File: src/rtl/lfsr_ber_checker_pkg.sv
// Shared definitions for the PRBS-22 bit-error-rate checker: state encoding,
// feedback tap positions, symbol width and small helpers.
package lfsr_ber_checker_pkg;

  typedef enum logic [1:0] {
    ST_FILL   = 2'd0,
    ST_QUAL   = 2'd1,
    ST_LOCKED = 2'd2,
    ST_BAD    = 2'd3
  } state_e;

  localparam int SYM_W = 2;
  localparam int CNT_W = 32;

  // Feedback taps as offsets from the register length: s[LEN-1] ^ s[LEN-2].
  localparam int TAP_HI_OFS = 1;
  localparam int TAP_LO_OFS = 2;

  function automatic int cnt_w(input int n);
    return (n < 1) ? 1 : $clog2(n + 1);
  endfunction

  function automatic logic [1:0] bit_errs(input logic [SYM_W-1:0] a,
                                          input logic [SYM_W-1:0] b);
    logic [SYM_W-1:0] d;
    d = a ^ b;
    return {1'b0, d[0]} + {1'b0, d[1]};
  endfunction

endpackage

File: src/rtl/lfsr_ber_checker_gen.sv
// Local copy of the transmitter LFSR: load-shift mode during fill, free-running
// advance mode while checking; predicts the next transmitted symbol.
module lfsr_local_gen
  import lfsr_ber_checker_pkg::*;
#(
  parameter int LEN = 22
) (
  input  logic             clk,
  input  logic             rst_n,
  input  logic             load_i,
  input  logic             adv_i,
  input  logic             bit_i,
  output logic [SYM_W-1:0] pred_o,
  output logic             load_zero_o
);

  logic [LEN-1:0] s_q, s_d;
  logic           fb;

  assign fb          = s_q[LEN-TAP_HI_OFS] ^ s_q[LEN-TAP_LO_OFS];
  // Predicted symbol is s[1:0] of the register after one advance.
  assign pred_o      = {s_q[0], fb};
  assign load_zero_o = ({s_q[LEN-2:0], bit_i} == '0);

  always_comb begin
    s_d = s_q;
    if (load_i)     s_d = {s_q[LEN-2:0], bit_i};
    else if (adv_i) s_d = {s_q[LEN-2:0], fb};
  end

  always_ff @(posedge clk or negedge rst_n) begin
    if (!rst_n) s_q <= '0;
    else        s_q <= s_d;
  end

endmodule

File: config.mk
export PLATFORM = sky130hd
export DESIGN_NAME = lfsr_local_gen
export DESIGN_NICKNAME = d
export VERILOG_FILES = /design/src/rtl/lfsr_ber_checker_pkg.sv /design/src/rtl/lfsr_ber_checker_gen.sv
export SDC_FILE = /design/constraint.sdc
export NUM_CORES = 1
export LEC_CHECK = 0
export CAP_MARGIN = 20
export CORE_ASPECT_RATIO = 0.7
export CORE_MARGIN = 2
export CORE_UTILIZATION = 43
export CTS_CLUSTER_DIAMETER = 200
export CTS_CLUSTER_SIZE = 30
export DETAILED_ROUTE_END_ITERATION = 6
export PLACE_DENSITY = 0.68
export SYNTH_ARGS = -nofsm -noshare
export SYNTH_HDL_FRONTEND = slang
export SYNTH_SLANG_ARGS = --single-unit
File: constraint.sdc
create_clock -name clk -period 1.59 [get_ports clk]
set_clock_uncertainty 0.1 [all_clocks]
set_input_delay 0.477 -clock clk [delete_from_list [all_inputs] [get_ports clk]]
set_output_delay 0.477 -clock clk [all_outputs]
set_load 0.005 [all_outputs]
# After elaboration in Yosys (flattened, before gate mapping)
# Index checks and enable logic that the tools add are counted.
dict set report word_totals {
  regBits 22
  inputBits 5
}
dict set report classes {
  mux 2
  bitwise 1
  n_reduce_logical 2
}
# cell n
set op_table {}
lappend op_table {{22-bit two-way mux} 2}
lappend op_table {{22-bit logical NOT} 1}
lappend op_table {{2-bit nonzero test} 1}
lappend op_table {{1-bit XOR} 1}

# Logic depth before layout (Yosys ltp)
dict set report logic_depth {
  word_depth 3
  depth_mapped 3
  depth_no_buf 3
}

# Worst setup path after synthesis
# Ideal clock, no wire load.
dict set report synth_path {
  path_type {flip-flop to output port}
  start {register s_q[5]}
  end {output port load_zero_o}
  arrival_time_ps 1122
  required_time_ps 1013
  path_slack_ps -109
  path_stages_with_launch 3
  path_cell_list {dfrtp_1 > or4_4 > nor4_2}
}
dict set report synth_between {
  elab_chain_cells 1
}
# item line_no
set synth_rtl {}
lappend synth_rtl {{start, declared} lfsr_ber_checker_gen.sv:17} ;# logic [LEN-1:0] s_q, s_d;
lappend synth_rtl {{start signal, assigned} lfsr_ber_checker_gen.sv:32} ;# if (!rst_n) s_q <= '0;
lappend synth_rtl {{start signal, assigned} lfsr_ber_checker_gen.sv:33} ;# else s_q <= s_d;
lappend synth_rtl {{22-bit logical NOT} lfsr_ber_checker_gen.sv:23} ;# assign load_zero_o = ({s_q[LEN-2:0], bit_i} == '0);
lappend synth_rtl {{end, declared} lfsr_ber_checker_gen.sv:14} ;# output logic load_zero_o
# Every way passes these cells.

# Worst setup path in the final report
dict set report layout_path {
  start {register s_q[10]}
  end {output port load_zero_o}
}
# The elaborated chain is that of the path after synthesis.

==> results <==
- CTS placed an instance of clkbuf_4 at the clock tree root.
- The register with the most flip-flops in the layout has 22 of them.
- In this run the worst setup path terminates at load_zero_o.
- At the worst endpoint, the required time is 1.01 ns.
- The number of endpoints with negative hold slack in the final report is 0.
- The worst reg2reg path depth is 6.
- The row count is 13.
- The cell area after synthesis is 898 sq um.
- The worst slack at placement is -1.08 ns.
- Counting every net in the synthesized netlist gives 64.
- The first detailed-routing pass ran for 5 iterations.
- Derived from the worst setup path, the maximum achievable clock frequency is 0.459 GHz.
- The final non-filler cell area is 1250 sq um.
- The fraction of the yosys area taken by sequential cells is 61.3%.
- The clock-pin slew of the registers on the worst-case setup and hold paths is 0.12 ns.
- The core area is 1920 sq um.
- The worst flop-to-flop path startpoint is s_q[20].
- The number of global-route vias before repair is 648.
- The critical path starts at s_q[10].
- Measured along the x axis, the die boundary spans 58.6 um.
- In this run the number of H-tree levels came out at 1.
- The cts-stage hold buffer count is 0.
- The async set-or-reset flop fraction in the synthesized netlist is 100%.
- The largest registers in the layout are s_q x22.
- The total wirelength of the detailed-routed design is 1610 um.
- Yosys mapped the design onto 14 distinct sky130hd cell types.
- The critical path data arrival time is 1.60 ns.
- The post-route netlist has 62.4% of its cells at a drive strength greater than 1.
- The CTS tree is built.
- The insertion delay of the later-clocked pin in the worst-skew pair is 0.31 ns.
- The number of sinks on the clock net is 22.
- The worst path uses 137% of the clock period.
- The remaining global-route overflow is 0.
- The post-layout minimum cycle time is 2.18 ns.
- The checks that failed: DRC, setup timing.
- Setup repair after global routing could not meet its margin everywhere.
- The most frequently used flop master after synthesis is dfrtp_1.
- The setup slack of the worst register-to-register path is 0.27 ns.
- 0 antenna diodes ended up in the layout.
- Once placement finished, the instance area stood at 1150 sq um.
- Of all nets on the critical path, the largest fanout is 2.
- The headroom to the max-slew limit is 82.1%.
- The number of slew-limit violations in the final report was 0.
- The maximum vdd ir drop is 0.000789 V.
- The setup slack after layout is -0.591 ns.
- The initial antenna violation count is 0.
- The signed area change from the synthesized netlist to the final layout is 39.0%.
- The most common cell in the synthesized netlist is dfrtp_1.
- The initial utilization of the core area, before any placement, comes to 46.8%.
- The critical path is of the reg -> out type.
- The vertical die dimension is 42.2 um.
- The post-detailed-route wirelength per cell is 14.0 um.
- The sort of element at the start of the critical path is a flop.
- The count of nets left with antenna violations once routing finished came out at 0.
- The net count of the finished layout is 99.
- After synthesis the netlist holds a flip-flop and latch count of 22.
- The power density over the cells is 1750 nW/um^2.
- In this run the critical register-to-register path is captured at s_q[0].
- The worst hold margin is 0.394 ns.
- After synthesis, the most frequently instantiated cells are dfrtp_1 (22), mux2_2 (17), mux2_1 (4), nor4_1 (4).
- At the pin with the least slew margin, the transition time is 0.266 ns.
- The clock passes through at most 2 buffers.
- The number of top-level pins is 8.
- The fill cell total of the finished layout is 155.
- The pin count of the biggest net entering global routing is 23.
- The share of synthesized area in the top cell type comes to 61.3%.
- In the routed design, unresolved DRC markers number 1.
- After legalization and detailed placement, the total HPWL measured 1160 um.
- The register with the most flip-flops is s_q.
- The reported max-cap violation count is 0.
- The worst min-delay path class is in -> async.
- The kind of end point of the critical path is a primary output.
- Summed over all instances, the cell type with the most area after synthesis is dfrtp_1.
- The number of input and output port buffers inserted is 7.
- The number of enable-type register cells in the synthesized netlist is 0.
- The global-route wire length before repair is 2890 um.
- The routed via count divided by cell count is 5.09.
- For this run, the total global-route usage over all layers was measured as 15.7%.
- The number of vias in the routed layout is 585.
- Each instance of the synthesized netlist takes up on average 15.2 sq um.
- The number of CTS-inserted buffers is 3.
- The run finished, with violations left.
- The number of violations reported at the end of detailed-routing iteration 0 is 14.
- The area of the die is 2480 sq um.
- The Yosys warning count is 0.
- After synthesis, the cell types taking the most area are dfrtp_1 (61%), mux2_2 (21%), mux2_1 (5.0%), nor4_1 (2.8%), buf_4 (1.7%).
- Setup violations remaining at the end of the flow were counted as 3.
- The placer congestion estimate is 0.719.
- The post-synthesis cell count is 59.
- The reported leakage power is 0.579 nW.
[where the power goes]
group / switching, mW / leakage [nW] / internal [mW] / total (mW)
Combinational: 0.261 / 0.288 / 0.607 / 0.868
Sequential: 0.196 / 0.270 / 0.813 / 1.01
Clock: 0.164 / 0.0210 / 0.140 / 0.304
Total: 0.622 / 0.579 / 1.56 / 2.18
[stage by stage]
| step | std cells | TNS [ns] | power, mW | utilization (%) |
|---|---|---|---|---|
| after floorplan | 59 | -0.0291 | 1.33 | - |
| after global placement | 106 | -6.80 | 1.74 | 60.0 |
| after detailed placement | 106 | -6.65 | 1.77 | 60.0 |
| after CTS | 113 | -0.787 | 2.13 | 63.4 |
| after global routing | 115 | -0.890 | 2.34 | 65.1 |
| final | 115 | -0.744 | 2.18 | 65.1 |
[layout make-up]
type | instances | area (sq um) | area share (%)
clock buffers | 4 | 36.3 | 2.91
repair buffers | 34 | 274 | 21.9
multi-input cells | 33 | 360 | 28.9
flip-flops and latches | 22 | 551 | 44.1
well taps | 22 | 27.5 | 2.20
[kinds of logic (layout without fill, tap and decap cells)]
| family | Yosys count | in the layout | share of synthesized area [%] |
|---|---|---|---|
| AOI/OAI and AO/OA | 1 | 1 | 0.557 |
| xor gates and xnor gates | 1 | 1 | 0.975 |
| buffers and inverters | 4 | 38 | 2.79 |
| DFF | 22 | 22 | 61.3 |
| muxes | 22 | 22 | 27.4 |
| and+or+nand+nor | 9 | 9 | 6.96 |
[cells in the final DEF, fill, tap and decap left out, drive strengths merged, types with 3 or more instances in the layout]
cell and n:
nor4 5, dfrtp 22, clkdlybuf4s50 3, buf 30
mux2 21, clkbuf 4
[routing by layer]
| metal | track usage [%] | wire (um) |
|---|---|---|
| met2 | 23.4 | 749 |
| met1 | 20.4 | 751 |
| met5 | 0 | 0 |
| met3 | 6.79 | 91 |
| met4 | 5.45 | 17 |
[repair_timing]
action                     4_1_cts  5_1_grt
setup endpoints to repair        3        4
pin swaps                        3        4
buffers inserted                 3        2
gates resized for setup         18        3
hold endpoints to repair         0        0
[how the worst min path moves through the flow]
stage | start | endpoint | cells after the start
final | rst_n | s_q[18] | 2
after global routing | rst_n | s_q[1] | 2
after CTS | rst_n | s_q[18] | 2
after detailed placement | s_q[21] | s_q[21] | 1
after global placement | s_q[21] | s_q[21] | 1
after floorplan | rst_n | s_q[0] | 0
[worst max-delay path, cell delays in order, from the launching register on]
cell	delay, ns
dfrtp_1	0.40
or4_4	0.55
nor4_4	0.21
buf_2	0.14
Power figures use the tool's default switching activity.
